`src/rtl/fsmctl_pkg.sv`:
```
// Shared types and default sizes for the table-driven FSM controller.
// The state code and output field are both 3 bits wide by default, so one table
// word holds {next_state, out} and one address is {state, a}.
package fsmctl_pkg;

  // Controller modes: loading/idle, free-running, and paused for single-stepping.
  typedef enum logic [1:0] {
    IDLE  = 2'd0,
    RUN   = 2'd1,
    PAUSE = 2'd2
  } ctrl_t;

  localparam int FSMCTL_SW = 3;
  localparam int FSMCTL_OW = 3;
  localparam int FSMCTL_AW = FSMCTL_SW + 1;
  localparam int FSMCTL_DW = FSMCTL_SW + FSMCTL_OW;

  localparam logic [FSMCTL_SW-1:0] RST_STATE_DEFAULT = 3'd2;

endpackage

```
`src/rtl/fsmctl_table.sv`:
```
// Transition table storage: one synchronous write port, one asynchronous read port.
// Contents are never reset; entries that were not loaded read back as X in simulation.
module fsmctl_table
  import fsmctl_pkg::*;
#(
  parameter int AW = FSMCTL_AW,
  parameter int DW = FSMCTL_DW
) (
  input  logic          clk,
  input  logic          we_i,
  input  logic [AW-1:0] waddr_i,
  input  logic [DW-1:0] wdata_i,
  input  logic [AW-1:0] raddr_i,
  output logic [DW-1:0] rdata_o
);

  logic [DW-1:0] mem_q [2**AW];

  // Accepted writes land on the clock edge; the read port sees them from the next cycle.
  always_ff @(posedge clk) begin
    if (we_i) mem_q[waddr_i] <= wdata_i;
  end

  assign rdata_o = mem_q[raddr_i];

endmodule

```
`src/rtl/fsm_table_ctrl.sv`:
```
// Programmable table-driven state machine controller.
// The machine state indexes the table together with input bit 'a'; each entry gives the
// next state and the Mealy output. The controller loads the table in IDLE/PAUSE, runs one
// transition per clock in RUN, and single-steps in PAUSE.
// Optional build macro FSMCTL_CYCLE_CNT_EN adds an 8-bit wrapping advance counter (adv_cnt).
module fsm_table_ctrl
  import fsmctl_pkg::*;
#(
  parameter int             SW        = FSMCTL_SW,
  parameter int             OW        = FSMCTL_OW,
  parameter int             AW        = SW + 1,
  parameter int             DW        = SW + OW,
  parameter logic [SW-1:0]  RST_STATE = SW'(RST_STATE_DEFAULT)
) (
  input  logic          clk,
  input  logic          reset,
  input  logic          clear,
  input  logic          start,
  input  logic          stop,
  input  logic          step,
  input  logic          wr_valid,
  output logic          wr_ready,
  input  logic [AW-1:0] wr_addr,
  input  logic [DW-1:0] wr_data,
  input  logic          a,
  output logic [SW-1:0] state_o,
  output logic [OW-1:0] saida,
  output logic          run_o
`ifdef FSMCTL_CYCLE_CNT_EN
  ,
  output logic [7:0]    adv_cnt
`endif
);

  ctrl_t         ctrl_q;
  ctrl_t         ctrl_d;
  logic [SW-1:0] state_q;
  logic          run_q;
  logic          wrRdy_q;
  logic          advance;
  logic          tblWe;
  logic [DW-1:0] tblData;
`ifdef FSMCTL_CYCLE_CNT_EN
  logic [7:0]    advCnt_q;
`endif

  // A clear on the same edge as a write drops the write, so the table is never touched mid-abort.
  assign tblWe = wr_valid & wrRdy_q & ~clear;

  fsmctl_table #(
    .AW (AW),
    .DW (DW)
  ) u_table (
    .clk     (clk),
    .we_i    (tblWe),
    .waddr_i (wr_addr),
    .wdata_i (wr_data),
    .raddr_i ({state_q, a}),
    .rdata_o (tblData)
  );

  // Command decode with priority clear > stop > start > step; 'advance' marks a table transition.
  always_comb begin
    ctrl_d  = ctrl_q;
    advance = 1'b0;
    if (clear) begin
      ctrl_d = IDLE;
    end else begin
      case (ctrl_q)
        IDLE: begin
          if (!stop && start) ctrl_d = RUN;
        end
        RUN: begin
          if (stop) ctrl_d = PAUSE;
          else      advance = 1'b1;
        end
        PAUSE: begin
          if (!stop) begin
            if (start)     ctrl_d = RUN;
            else if (step) advance = 1'b1;
          end
        end
        default: ctrl_d = IDLE;
      endcase
    end
  end

  // Controller mode, machine state, registered status outputs and the optional advance counter.
  always_ff @(posedge clk or negedge reset) begin
    if (!reset) begin
      ctrl_q   <= IDLE;
      state_q  <= RST_STATE;
      run_q    <= 1'b0;
      wrRdy_q  <= 1'b1;
`ifdef FSMCTL_CYCLE_CNT_EN
      advCnt_q <= 8'd0;
`endif
    end else begin
      ctrl_q  <= ctrl_d;
      run_q   <= (ctrl_d == RUN);
      wrRdy_q <= (ctrl_d != RUN);
      if (clear)        state_q <= RST_STATE;
      else if (advance) state_q <= tblData[DW-1:OW];
`ifdef FSMCTL_CYCLE_CNT_EN
      if (clear)        advCnt_q <= 8'd0;
      else if (advance) advCnt_q <= advCnt_q + 8'd1;
`endif
    end
  end

  assign state_o  = state_q;
  assign saida    = tblData[OW-1:0];
  assign run_o    = run_q;
  assign wr_ready = wrRdy_q;
`ifdef FSMCTL_CYCLE_CNT_EN
  assign adv_cnt  = advCnt_q;
`endif

endmodule

```
`config.mk`:
```
export PLATFORM = sky130hd
export DESIGN_NAME = fsm_table_ctrl
export DESIGN_NICKNAME = d
export VERILOG_FILES = /design/src/rtl/fsmctl_pkg.sv /design/src/rtl/fsmctl_table.sv /design/src/rtl/fsm_table_ctrl.sv
export SDC_FILE = /design/constraint.sdc
export NUM_CORES = 1
export LEC_CHECK = 0
export ABC_AREA = 1
export BUFFER_PORTS_ARGS = -buffer_cell sky130_fd_sc_hd__clkbuf_2
export CAP_MARGIN = 20
export CORE_MARGIN = 5
export CORE_UTILIZATION = 40
export CTS_BUF_LIST = sky130_fd_sc_hd__clkbuf_8
export DETAILED_ROUTE_END_ITERATION = 16
export GPL_TIMING_DRIVEN = 0
export REMOVE_ABC_BUFFERS = 1
export SLEW_MARGIN = 15
export SYNTH_ARGS = -nofsm -noshare
export SYNTH_HDL_FRONTEND = slang
export SYNTH_SLANG_ARGS = --single-unit
```
`constraint.sdc`:
```
create_clock -name clk -period 3.9 [get_ports clk]
set_input_delay 0.39 -clock clk [delete_from_list [all_inputs] [get_ports clk]]
set_output_delay 0.39 -clock clk [all_outputs]
set_load 0.005 [all_outputs]
```
Word level (Yosys, flattened, before mapping)
Memories as Yosys holds them, arrays and structs flattened.
Cells that the tools add are included.
{"block": "op_classes", "muxes": 16, "n_eq_ne": 4, "n_reduce_logical": 4, "n_bitwise": 3}
{"op": "$mux 2", "count": 5}
{"op": "$mux 1", "count": 7}
{"op": "$mux 3", "count": 2}
{"op": "$pmux 2 s3", "count": 1}
{"op": "$eq 2x1->1 const B", "count": 2}
{"op": "$and 1x1->1", "count": 2}
{"op": "$eq 2x2->1 const B", "count": 1}
{"op": "$logic_not 2->1", "count": 1}
{"op": "$ne 2x1->1 const B", "count": 1}
{"op": "$pmux 1 s2", "count": 1}
{"op": "$reduce_bool 2->1", "count": 1}
{"op": "$logic_and 1x1->1", "count": 1}
{"op": "$logic_not 1->1", "count": 1}
{"op": "$not 1->1", "count": 1}
{"block": "word_totals", "regBits": 7, "elab_cells": 32, "ram_bits": 96, "input_bits": 18, "n_memories": 1, "output_inout_bits": 8}
{"memory": "u_table.mem_q", "depth": 16, "width": 6, "rd": 1, "rd_ports_with_merged_regs": 0, "write_ports": 1, "line_no": "fsmctl_table.sv:17", "source": "logic [DW-1:0] mem_q [2**AW];"}

Longest topological paths before layout
Gate-level depths: netlist of run 1.
{"block": "logic_depth", "word_depth": 7, "ltp_mapped": 10, "mapped_depth_nobuf": 10}

Modules after synthesis
Synthesis of run 1 repeated with hierarchy kept, for this count alone.
{"block": "unflattened", "hier_cells": 463, "area_unflattened_um2": 4618.2}
{"module": "fsmctl_table", "n_inst": 1, "area_per_inst_um2": 4207.8, "seq_area_each_um2": 2882.8, "cells_per_inst": 414}
{"module": "fsm_table_ctrl", "n_inst": 1, "area_per_inst_um2": 410.4, "seq_area_each_um2": 177.7, "cells_per_inst": 49}

Least setup slack after synthesis of run 1
Ideal clock, no wire load.
{"block": "synth_path", "kind": "register to register", "startpoint": "register wrRdy_q, in the netlist wr_ready", "endpoint": "memory u_table.mem_q[0][0] (netlist name), enable pin", "required_ps": 3550, "path_buffers": 0, "setup_slack_ps": 2366, "arrival_time_ps": 1184, "path_stages_with_launch": 5, "setup_time_ps": 350, "cell_sequence": "dfstp_2 -> nand2_1 -> nor2_1 -> nand3_1 -> nor2_1"}
{"block": "synth_via", "elab_chain_cells": 4}
{"item": "from (decl)", "line_no": "fsm_table_ctrl.sv:39", "source": "logic wrRdy_q;"}
{"item": "from (signal assigned)", "line_no": "fsm_table_ctrl.sv:101", "source": "wrRdy_q <= (ctrl_d != RUN);"}
{"item": "$and 1x1->1 (2 in a row)", "line_no": "fsm_table_ctrl.sv:48", "source": "assign tblWe = wr_valid & wrRdy_q & ~clear;"}
{"item": "$mux 1", "line_no": "fsmctl_table.sv:21", "source": "if (we_i) mem_q[waddr_i] <= wdata_i;"}
{"item": "$mux 1 (implied by the code)", "line_no": "fsmctl_table.sv:21"}
{"item": "to (decl)", "line_no": "fsmctl_table.sv:17"}
Every way passes these cells.

Final worst setup path of run 1
{"block": "layout_path", "startpoint": "input a", "endpoint": "output saida[1]"}
{"block": "layout_via", "elab_chain_cells": 1}
{"item": "from (decl)", "line_no": "fsm_table_ctrl.sv:25", "source": "input logic a,"}
{"item": "$mem_v2 16x6"}
{"item": "to (decl)", "line_no": "fsm_table_ctrl.sv:27", "source": "output logic [OW-1:0] saida,"}
Every way passes these cells.

==> results of run 1 <==
==> cell usage after synthesis (all sizes together) (2+ instances only) <==
cell type	count	area share, %
edfxtp	96	65
nand2	78	6.6
nor2	68	5.8
inv	45	3.8
nand3	41	4.6
o21ai	31	3.5
buf	12	2.0
o211ai	12	2.0
clkbuf	5	0.43
dfrtp	5	2.8
ha	4	1.1
dfstp	2	1.2
==> logic make-up (layout without fill, tap and decap cells) <==
kind of cell	Yosys count	in the layout	synth area share, %
and+or+nand+nor	189	189	17.34
DFF	103	103	69.31
buffers and inverters	63	88	6.319
AOI/OAI and AO/OA	45	45	5.894
adders and majority gates	4	4	1.134
==> cells in the final DEF, fill, tap and decap left out, drive strengths merged, types with 2 or more instances in the layout <==
cell type and instances:
edfxtp 96, nand2 78, nor2 68, inv 49
nand3 41, clkbuf 34, o21ai 31, o211ai 12
dfrtp 5, ha 4, dfstp 2, clkinv 2
==> registers in the layout, indices dropped and copies added, names as in the netlist <==
signal,count
state_o,3
ctrl_q,2
run_o,1
wr_ready,1
u_table.mem_q,96
==> critical path: stages <==
cell and delay, ns:
clkbuf_2 0.55, inv_2 0.92, nor2_1 0.08, nor2_1 0.11, o21ai_0 0.10, o211ai_1 0.15
nand3_1 0.10, nand2_1 0.14, clkbuf_2 0.13
==> layer usage <==
metal	up-vias	track usage [%]	wire, um
li1	1394	-	-
met1	1338	19.55	4201
met2	79	22.34	4132
met3	7	4.000	552
met4	0	3.286	87
met5	-	0	0
==> final cells by class <==
class,instances,area (sq um),share of cell area [%]
Clock buffer,9,123.9,2.568
Clock inverter,7,78.83,1.634
Inverter,46,172.7,3.580
Multi-Input combinational cell,238,1076,22.31
Sequential cell,103,3062,63.48
Tap cell,140,175.2,3.632
Timing Repair Buffer,26,135.1,2.802
==> through the flow <==
stage	cells	utilization [%]
3_5_place_dp	552	42.53
6_report	569	44.49
3_3_place_gp	552	42.52
2_1_floorplan	387	-
5_1_grt	569	44.49
4_1_cts	569	44.49
==> timing repair <==
action,in CTS,in global routing
hold buffers,1,0
resized for setup,0,0
endpoints found under the hold margin,5,0
==> worst max-delay path by stage <==
| stage | from | to | slack, ns | cells after the start |
|---|---|---|---|---|
| after CTS | a | saida[1] | 0.75 | 9 |
| final | a | saida[1] | 0.78 | 9 |
| after global placement | a | saida[1] | 0.78 | 9 |
| after detailed placement | a | saida[1] | 0.75 | 9 |
| after floorplan | state_o[0]$_DFFE_PN0P_ | saida[0] | 2.15 | 4 |
| after global routing | a | saida[0] | 0.52 | 9 |
==> power by group through the flow <==
stage | Combinational (mW) | Sequential [mW] | Clock [mW]
2_1_floorplan | 0.0546 | 1.25 | 0
3_3_place_gp | 0.107 | 1.25 | 0
3_5_place_dp | 0.110 | 1.25 | 0
4_1_cts | 0.111 | 1.22 | 0.689
5_1_grt | 0.125 | 1.23 | 0.739
6_report | 0.109 | 1.22 | 0.679
==> key figures, run 1 <==
Status
  • Outcome: finished clean

Synthesis
  • Synth Flop Type: edfxtp_1
  • Sequential fraction of the synthesis area: around 69%
  • #FFs+latches synth: 103
  • Number of synthesized flops with an enable pin: 96
  • Mapped Cells: slightly above 400
  • Synth warn: 0
  • Syn avg cell area: 10.93 sq um
  • Netlist cell types: 21
  • Fraction of registers with async set/reset: between 6 and 7%
  • Synth Cell Area: 4415 sq um

Worst setup path
  • Reg2reg start: wr_ready$_DFF_PN1_
  • R2r worst-path depth: 4
  • Critical path data required time: ~3.5 ns
  • R2r endpoint: u_table.mem_q[12][5]$_DFFE_PP_
  • Flop2flop setup slack: around 1.7 ns
  • Nature of the critical path endpoint: output port
  • Setup crit start kind: primary input
  • Critical-path maximum fanout: between 40 and 50
  • Critical path class: in -> out
  • Critical Path AT: between 2 and 3 ns

Pwr
  • Int Pwr: about 1.6 mW
  • Seq pwr share: between 60 and 70%
  • Clk pwr share: around 34%
  • Switch share: about 23%
  • Sw Pwr: about 0.46 mW
  • Worst IR Drop VDD: about 0.00025 V
  • Gate power share: 5.4%
  • Power per cell area: approximately 420 nW/um^2
  • Power Total: around 2.0 mW
  • Static Leak: between 1.5 and 2 nW

Routing
  • Antenna Nets Post-Route: 0
  • Residual DRC: 0
  • Vias: 2818
  • WL/cell: between 15 and 20 um
  • Total wire length: 8.972 mm
  • DRT iter0 DRCs: 152
  • Post-DR vias/cell: slightly below 5
  • Pre-antenna DRT Iters: 4

Finish
  • Fraction of layout cells with a size suffix above 1: a little over a tenth
  • Final nets: approximately 450
  • N_diodes: 0
  • Fin area: around 4800 sq um
  • Fillcell total: slightly above 1000
  • Layout area overhead: 9.238%

Floorplanning
  • Die Width: 115.1 um
  • Cell Rows: 38
  • I/O pin count: 26
  • Die height: around 120 um
  • Core Area: approximately 11000 sq um
  • DIE AREA: around 13000 sq um
  • Initial Util: 40.73%

Timing
  • Setup_tns: 0 ns
  • Setup ws final: between 0.7 and 0.8 ns
  • Final Slew Violations: 0
  • Worst Clk Skew: ~0.015 ns
  • RSZ-0062 raised after global routing: no
  • Fin crit period: between 3 and 4 ns
  • Tcrit/Tclk final: approximately four fifths
  • Final setup violation count: 0
  • Fmax: approximately 0.32 GHz
  • Worst-margin pin slew: a little over 1 ns
  • Final-report hold violation count: 0
  • Slew HR: around 33%
  • WHS: roughly 0.33 ns

Place
  • Placer congestion estimate: between 0.7 and 0.8
  • Pre-CTS setup slack: roughly 0.75 ns
  • Input/output buffers: 25
  • Placed inst area: around 4600 sq um
  • Dpl hpwl: about 5.7 mm

Clock network
  • CTS tree: built
  • H-tree depth: 3
  • Total CTS buffers: 9
  • Root buf cell: clkbuf_8
  • Largest buffer count on any clock path: 2
  • Worst-Skew Late Latency: around 0.37 ns
  • Clock transition at path regs: about 0.1 ns
  • Setup Fix Bufs, Post-CTS: 0
  • Clock tree sinks: between 100 and 150

Flow run
  • Max cap viols: 0

GRT
  • GR Overflow Total: 0
  • Vias in the first global route: between 2000 and 3000
  • Largest net degree at the start of global routing: 50
  • Initial antenna violation count: 0
  • First-pass GRT wire length: ~14 mm
  • Total track usage: between 10 and 15%

Min path
  • Cells on Worst Hold Path: 5
  • Hold path start: clear
  • Worst hold path type: in -> reg
  • Hold Crit Endpoint: state_o[1]$_DFFE_PN1P_
Note: power is estimated with default switching activity, not from simulation.
==> run 2: changes to the inputs <==
Settings changed: ABC_AREA 1 to 0.
Clock period 3.9 ns to 2.57 ns, I/O delays scaled along.
==> run 2 against run 1 <==
  * Largest power group unchanged
  * Critical endpoint unchanged
  * Cell count decreased by 34%
  * Combinational power up 23%
  * Flip-flop and latch count stayed put
  * Design area decreased by 3.6%
==> key figures, run 2 <==
Pwr
  • Clk pwr share: 32.2% (was 33.7%)
  • Switch share: 22.42% (was 22.71%)
  • Power per cell area: 631.4 nW/um^2 (was 417.4 nW/um^2)
  • Gate power share: 4.6% (was 5.4%)
  • Sw Pwr: 0.6582 mW (was 0.4573 mW)
  • Worst IR Drop VDD: 0.0002431 V (was 0.0002499 V)
  • Seq pwr share: 63.2% (was 60.8%)
  • Static Leak: 1.548 nW (was 1.856 nW)
  • Int Pwr: 2.277 mW (was 1.556 mW)

Routing
  • Met1 Routed Length: 3.537 mm (was 4.201 mm)
  • WL/cell: 20.98 um (was 15.77 um)
  • Vias: 2032 (was 2818)
  • Antenna Nets Post-Route: 0 (unchanged)
  • Met2 wire len: 3.924 mm (was 4.132 mm)
  • Post-DR vias/cell: 5.404 (was 4.953)
  • Met3 WL: 301 um (was 552 um)
  • DRT iter0 DRCs: 152 (unchanged)
  • Total wire length: 7.890 mm (was 8.972 mm)
  • Uppermost layer routed: met4 (unchanged)
  • Residual DRC: 0 (unchanged)
  • Pre-antenna DRT Iters: 4 (unchanged)

Clock network
  • Clock tree sinks: 103 (unchanged)
  • H-tree depth: 3 (unchanged)
  • Worst-Skew Late Latency: 0.36 ns (was 0.37 ns)
  • Root buf cell: clkbuf_8 (unchanged)
  • Clock transition at path regs: 0.10 ns (about the same)
  • CTS tree: built (unchanged)
  • Largest buffer count on any clock path: 2 (unchanged)
  • Total CTS buffers: 9 (unchanged)

Finish
  • Layout area overhead: 10.66% (was 9.238%)
  • Fin area: 4649 sq um (was 4823 sq um)
  • Most frequent cells in the layout: edfxtp_1 (96), clkbuf_2 (25), mux4_1 (17) (was edfxtp_1 (96), nand2_1 (78), nor2_1 (68))
  • Commonest non-fill, non-tap cell in the layout: edfxtp_1 (unchanged)
  • N_diodes: 0 (unchanged)
  • Max FFs per register: 96 (unchanged)
  • Final nets: 257 (was 446)
  • Largest Register: u_table.mem_q (unchanged)
  • Fraction of layout cells with a size suffix above 1: 25.42% (was 10.49%)

Worst setup path
  • Critical path launch point: a (unchanged)
  • Critical path class: in -> out (unchanged)
  • CP peak stage delay: 0.72 ns (was 0.92 ns)
  • CP Cell Sequence: buf_2 > mux4_1 > mux4_2 > clkbuf_2 (was clkbuf_2 > inv_2 > nor2_1 > nor2_1 > o21ai_0 > o211ai_1 > nand3_1 > nand2_1 > clkbuf_2)
  • Reg2reg start: wr_ready$_DFF_PN1_ (unchanged)
  • Buf/Inv on CP: 2 (was 3)
  • Critical path data required time: 2.31 ns (was 3.51 ns)
  • Slowest cell on crit path: mux4_1 (was inv_2)
  • Nature of the critical path endpoint: output port (unchanged)
  • Critical Path AT: 2.17 ns (was 2.73 ns)
  • Critical-path maximum fanout: 25 (was 49)
  • Setup crit start kind: primary input (unchanged)
  • CP top delay family: multiplexers (was buffers and inverters)

Synthesis
  • Syn avg cell area: 20.60 sq um (was 10.93 sq um)
  • Number of synthesized flops with an enable pin: 96 (unchanged)
  • Most frequent cell after synthesis: edfxtp_1 (unchanged)
  • Mapped Cells: 204 (was 404)
  • Synth Flop Type: edfxtp_1 (unchanged)
  • Area contributors post-synth: edfxtp_1 (69%), mux4_1 (11%), mux4_2 (4.8%) (was edfxtp_1 (65%), nand2_1 (6.6%), nor2_1 (5.8%))
  • Commonest cells post-synth: edfxtp_1 (96), mux4_1 (17), nor2_1 (14) (was edfxtp_1 (96), nand2_1 (78), nor2_1 (68))
  • Sequential fraction of the synthesis area: 72.84% (was 69.31%)
  • Synth warn: 0 (unchanged)
  • Synth top area share: 68.61% (was 65.29%)
  • Synth Cell Area: 4202 sq um (was 4415 sq um)
  • Cell taking the most area after synthesis: edfxtp_1 (unchanged)
  • Netlist cell types: 35 (was 21)
  • #FFs+latches synth: 103 (unchanged)
  • Fraction of registers with async set/reset: 6.796% (unchanged)

Floorplanning
  • Initial Util: 40.88% (was 40.73%)
  • Core Area: 10280 sq um (was 10840 sq um)
  • I/O pin count: 26 (unchanged)
  • DIE AREA: 12650 sq um (was 13240 sq um)
  • Die height: 112.5 um (was 115.1 um)
  • Die Width: 112.5 um (was 115.1 um)
  • Cell Rows: 37 (was 38)

Timing
  • Final setup violation count: 0 (unchanged)
  • Worst-margin pin slew: 0.9994 ns (was 1.009 ns)
  • Final Slew Violations: 0 (unchanged)
  • Slew HR: 32.86% (was 32.71%)
  • Setup_tns: 0 ns (unchanged)
  • Tcrit/Tclk final: 94.29%
  • Worst Clk Skew: 0.007445 ns (was 0.01476 ns)
  • Fin crit period: 2.423 ns
  • Final-report hold violation count: 0 (unchanged)
  • RSZ-0062 raised after global routing: no (unchanged)
  • Fmax: about 0.41 GHz

GRT
  • Vias in the first global route: 2083 (was 2716)
  • First-pass GRT wire length: 12.28 mm (was 14.29 mm)
  • Largest net degree at the start of global routing: 26 (was 50)
  • Total track usage: 13.16% (was 14.15%)
  • Initial antenna violation count: 0 (unchanged)
  • GR Overflow Total: 0 (unchanged)

Status
  • Outcome: finished clean (unchanged)

Place
  • Placed inst area: 4444 sq um (was 4611 sq um)
  • Dpl hpwl: 5.133 mm (was 5.707 mm)
  • Placer congestion estimate: 0.7299 (was 0.7918)
  • Input/output buffers: 25 (unchanged)

Min path
  • Worst hold path type: in -> reg (unchanged)
  • Hold path start: clear (unchanged)

Flow run
  • Max cap viols: 0 (unchanged)
## run 2: cell types whose count changed after synthesis, moves of 6 or more
cell	change
buf_2	-6
inv_1	-40
mux4_1	+17
mux4_2	+9
nand2_1	-74
nand3_1	-40
nor2_1	-54
o211ai_1	-12
o21ai_0	-23
## run 2: worst paths after layout
path / to / slack [ns] / cells after the start
setup / recovery: saida[1] / 0.15 / 4
min in group asynchronous: run_o$_DFF_PN0_ / 0.26 / 2
hold reg to reg: ctrl_q[0]$_DFF_PN0_ / 0.65 / 2
hold / removal: state_o[2]$_DFFE_PN0P_ / 0.18 / 2
max in group asynchronous: state_o[1]$_DFFE_PN1P_ / 2.08 / 2
setup reg to reg: u_table.mem_q[3][5]$_DFFE_PP_ / 0.56 / 2
## run 2: logic make-up (layout without fill, tap and decap cells)
group                    Yosys count  count (layout)  share of synthesized area, %
AO/OA/AOI/OAI                     18              18                         2.918
adder cells (fa/ha/maj)            4               4                         1.191
buffers and inverters             11              47                         1.846
flip-flops                       103             103                         72.84
multiplexers                      32              32                         16.97
AND/OR/NAND/NOR                   36              36                         4.229
## run 2: per-stage QoR
stage               instances  hold WS [ns]  power [mW]  worst slack, ns  util (%)
floorplan                 197      -0.03859       1.955           0.8576         -
global placement          358       0.09932       2.024          0.05027     43.15
detailed placement        358        0.1008       2.028          0.04511     43.24
CTS                       375        0.1523       2.960          0.04185     45.19
global route              376        0.1710       3.059          0.04508     45.24
finish                    376        0.1770       2.936           0.1466     45.24
## run 2: routing by layer
layer,vias to the layer above,global-route usage [%]
met1,1052,18.42
met5,-,0
met4,0,6.010
li1,915,-
met3,12,2.049
met2,53,20.38
## run 2: layout make-up
type	instances	area, sq um
clock buffer	9	123.9
clock inverter	7	65.06
fill	895	5628
inverter	4	15.01
multi-input combinational	90	1074
sequential	103	3062
tap	136	170.2
timing repair buffer	27	140.1
## run 2: power groups by stage
| stage | Clock, mW | Combinational (mW) | Sequential (mW) |
|---|---|---|---|
| after floorplan | 0 | 0.0629 | 1.89 |
| after global placement | 0 | 0.130 | 1.89 |
| after detailed placement | 0 | 0.134 | 1.89 |
| after CTS | 0.967 | 0.136 | 1.86 |
| after global routing | 1.05 | 0.148 | 1.86 |
| final | 0.946 | 0.134 | 1.86 |
## run 2: repair_timing
action,CTS,global route
cloned,0,0
endpoints found under the setup margin,2,1
hold buffers,1,0
buffers inserted,0,0
pin swaps,0,0
resized for setup,1,1
hold endpoints to repair,7,0
==> run 3: changes to the inputs <==
Settings changed: SYNTH_HIERARCHICAL set to 1.
==> run 3 against run 2 <==
  * Combinational power rose by 51%
  * Critical endpoint unchanged
  * Clock skew rose by 0.00050 ns
  * Count of clock-buffer cells in the layout is the same
  * Clock power fell by 2.2%
  * Synthesized area rose by 0.12%
  * Sequential share of layout area is 0.14 points higher
  * Cell count is 3.2% higher
  * Die area rose by 0.11%
==> key figures, run 3 <==
Timing
  • Fmax: 0.4186 GHz (was 0.4127 GHz)
  • Slew HR: 30.36% (was 32.86%)
  • Setup ws final: 0.1814 ns (was 0.1466 ns)
  • Final-report hold violation count: 0 (unchanged)
  • Setup_tns: 0 ns (unchanged)
  • Tcrit/Tclk final: 92.94% (was 94.29%)
  • Worst Clk Skew: 0.007945 ns (was 0.007445 ns)
  • Worst-margin pin slew: 1.037 ns (was 0.9994 ns)
  • Final setup violation count: 0 (unchanged)
  • Final Slew Violations: 0 (unchanged)
  • Fin crit period: 2.389 ns (was 2.423 ns)
  • RSZ-0062 raised after global routing: no (unchanged)

Worst setup path
  • Critical Path AT: 2.13 ns (was 2.17 ns)
  • Critical path data required time: 2.31 ns (about the same)
  • Nature of the critical path endpoint: output port (unchanged)
  • Critical-path maximum fanout: 27 (was 25)
  • Critical path class: reg -> out (was in -> out)
  • Setup crit start kind: register (was primary input)

Synthesis
  • Area contributors post-synth: edfxtp_1 (69%), mux4_1 (7.5%), mux4_2 (6.4%) (was edfxtp_1 (69%), mux4_1 (11%), mux4_2 (4.8%))
  • Synth top area share: 68.53% (was 68.61%)
  • Mapped Cells: 217 (was 204)
  • #FFs+latches synth: 103 (unchanged)
  • Synth Cell Area: 4207 sq um (was 4202 sq um)
  • Commonest cells post-synth: edfxtp_1 (96), nor2_1 (16), a22oi_1 (12), mux4_1 (12), mux4_2 (12) (was edfxtp_1 (96), mux4_1 (17), nor2_1 (14))
  • Main combinational cell family by area after synthesis: multiplexers (unchanged)
  • Number of synthesized flops with an enable pin: 96 (unchanged)
  • Mux share of post-synthesis cell area: 13.92% (was 16.97%)
  • Sequential fraction of the synthesis area: 72.75% (was 72.84%)
  • Netlist cell types: 33 (was 35)
  • Syn avg cell area: 19.38 sq um (was 20.60 sq um)
  • Most frequent cell after synthesis: edfxtp_1 (unchanged)
  • Synth Area in Compound Gates: 4.075% (was 2.918%)
  • Post-synthesis xor/xnor area fraction: 0% (unchanged)
  • Cell taking the most area after synthesis: edfxtp_1 (unchanged)
  • Synth Flop Type: edfxtp_1 (unchanged)
  • Fraction of registers with async set/reset: 6.796% (unchanged)
  • Post-synthesis simple-gate area fraction: 6.127% (was 4.229%)
  • Synth warn: 6 (was 0)
  • Post-Synth Adder-Cell Area: 1.190% (was 1.191%)

Finish
  • Layout area overhead: 10.29% (was 10.66%)
  • Max FFs per register: 96 (unchanged)
  • Final nets: 269 (was 257)
  • Commonest non-fill, non-tap cell in the layout: edfxtp_1 (unchanged)
  • Fraction of layout cells with a size suffix above 1: 23.02% (was 25.42%)
  • Fin cells: 388 (was 376)
  • Fillcell total: 898 (was 895)
  • Most frequent cells in the layout: edfxtp_1 (96), clkbuf_2 (26), nor2_1 (16) (was edfxtp_1 (96), clkbuf_2 (25), mux4_1 (17))
  • N_diodes: 0 (unchanged)
  • Largest Register: u_table/mem_q (was u_table.mem_q)

Clock network
  • Root buf cell: clkbuf_8 (unchanged)
  • Largest buffer count on any clock path: 2 (unchanged)
  • Worst-Skew Late Latency: 0.36 ns (about the same)
  • CTS tree: built (unchanged)
  • H-tree depth: 3 (unchanged)
  • Setup Fix Bufs, Post-CTS: 0 (unchanged)
  • Clock transition at path regs: 0.09 ns (was 0.10 ns)
  • Total CTS buffers: 9 (unchanged)
  • Clock tree sinks: 103 (unchanged)

Routing
  • DRT iter0 DRCs: 142 (was 152)
  • Antenna Nets Post-Route: 0 (unchanged)
  • WL/cell: 20.86 um (was 20.98 um)
  • Post-DR vias/cell: 5.485 (was 5.404)
  • Total wire length: 8.093 mm (was 7.890 mm)
  • Vias: 2128 (was 2032)
  • Residual DRC: 0 (unchanged)
  • Pre-antenna DRT Iters: 4 (unchanged)

Place
  • Placed Cells: 370 (was 358)
  • Input/output buffers: 25 (unchanged)
  • Pre-CTS setup slack: 0.0007769 ns (was 0.04511 ns)
  • Placer congestion estimate: 0.7601 (was 0.7299)
  • Dpl hpwl: 5.167 mm (was 5.133 mm)

Pwr
  • Static Leak: 1.549 nW (was 1.548 nW)
  • Power Total: 2.998 mW (was 2.936 mW)
  • Worst IR Drop VDD: 0.0004010 V (was 0.0002431 V)
  • Power per cell area: 646.1 nW/um^2 (was 631.4 nW/um^2)

Floorplanning
  • Die Width: 112.6 um (was 112.5 um)
  • Core Area: 10280 sq um (unchanged)
  • Cell Rows: 37 (unchanged)
  • Initial Util: 40.93% (was 40.88%)
  • DIE AREA: 12670 sq um (was 12650 sq um)
  • I/O pin count: 26 (unchanged)
  • Die height: 112.6 um (was 112.5 um)

GRT
  • Total track usage: 13.36% (was 13.16%)
  • Initial antenna violation count: 0 (unchanged)
  • First-pass GRT wire length: 12.45 mm (was 12.28 mm)
  • Largest net degree at the start of global routing: 28 (was 26)
  • Vias in the first global route: 2181 (was 2083)
  • GR Overflow Total: 0 (unchanged)

Status
  • Outcome: finished clean (unchanged)

Min path
  • Worst hold path type: in -> reg (unchanged)

Flow run
  • Max cap viols: 0 (unchanged)
## run 3: per-layer routing
| layer | global-route usage (%) | vias up | routed length, um |
|---|---|---|---|
| li1 | - | 960 | - |
| met1 | 18.16 | 1109 | 3672 |
| met2 | 21.37 | 53 | 3924 |
| met3 | 4.043 | 6 | 445 |
| met4 | 2.965 | 0 | 50 |
| met5 | 0 | - | 0 |
## run 3: cells by family (layout without fill, tap and decap cells)
| family | after synthesis | count (layout) |
|---|---|---|
| DFF | 103 | 103 |
| adders and majority gates | 4 | 4 |
| and+or+nand+nor | 51 | 51 |
| buffers and inverters | 12 | 47 |
| muxes | 24 | 24 |
| AOI/OAI and AO/OA | 23 | 23 |
## run 3: final timing paths
check	depth (start not counted)	end	slack (ns)	from
max	4	saida[1]	0.18	state_o[0]$_DFFE_PN0P_
min	2	ctrl_q[1]$_DFF_PN0_	0.14	clear
max reg2reg	3	u_table/mem_q[0][4]$_DFFE_PP_	0.34	wr_ready$_DFF_PN1_
min reg2reg	2	ctrl_q[1]$_DFF_PN0_	0.64	ctrl_q[0]$_DFF_PN0_
max in group asynchronous	2	wr_ready$_DFF_PN1_	2.07	reset
min in group asynchronous	2	state_o[2]$_DFFE_PN0P_	0.26	reset
## run 3: repair_timing
action,4_1_cts,5_1_grt
hold buffers,1,0
hold endpoints to repair,7,0
setup endpoints to repair,0,6
resized for setup,0,1
## run 3: area by class of cell
class                      instances  area (sq um)  share of cell area (%)
inverter                           4         15.01                  0.3236
multi-input combinational        102          1070                   23.06
clock buffer                       9         123.9                   2.670
sequential                       103          3062                   65.99
tap                              136         170.2                   3.668
timing repair buffer              27         140.1                   3.020
clock inverter                     7         58.81                   1.268
## run 3: through the flow
step / utilization, % / hold WS (ns) / area, sq um
global route: 45.14 / 0.1364 / 4639
floorplan: - / -0.03859 / 4140
global placement: 43.16 / 0.1041 / 4436
detailed placement: 43.17 / 0.1105 / 4437
finish: 45.14 / 0.1438 / 4639
CTS: 45.05 / 0.1226 / 4629
## run 3: where the power goes
group          leakage, nW  switching, mW  internal (mW)
Combinational        0.500          0.118         0.0834
Clock               0.0971          0.559          0.366
Sequential           0.952         0.0208           1.85
Total                 1.55          0.698           2.30
## run 3: critical path: stages (launching register included)
cell      delay, ns
dfrtp_2        0.81
mux4_2         0.45
a22oi_1        0.24
nand2_1        0.13
clkbuf_2       0.13
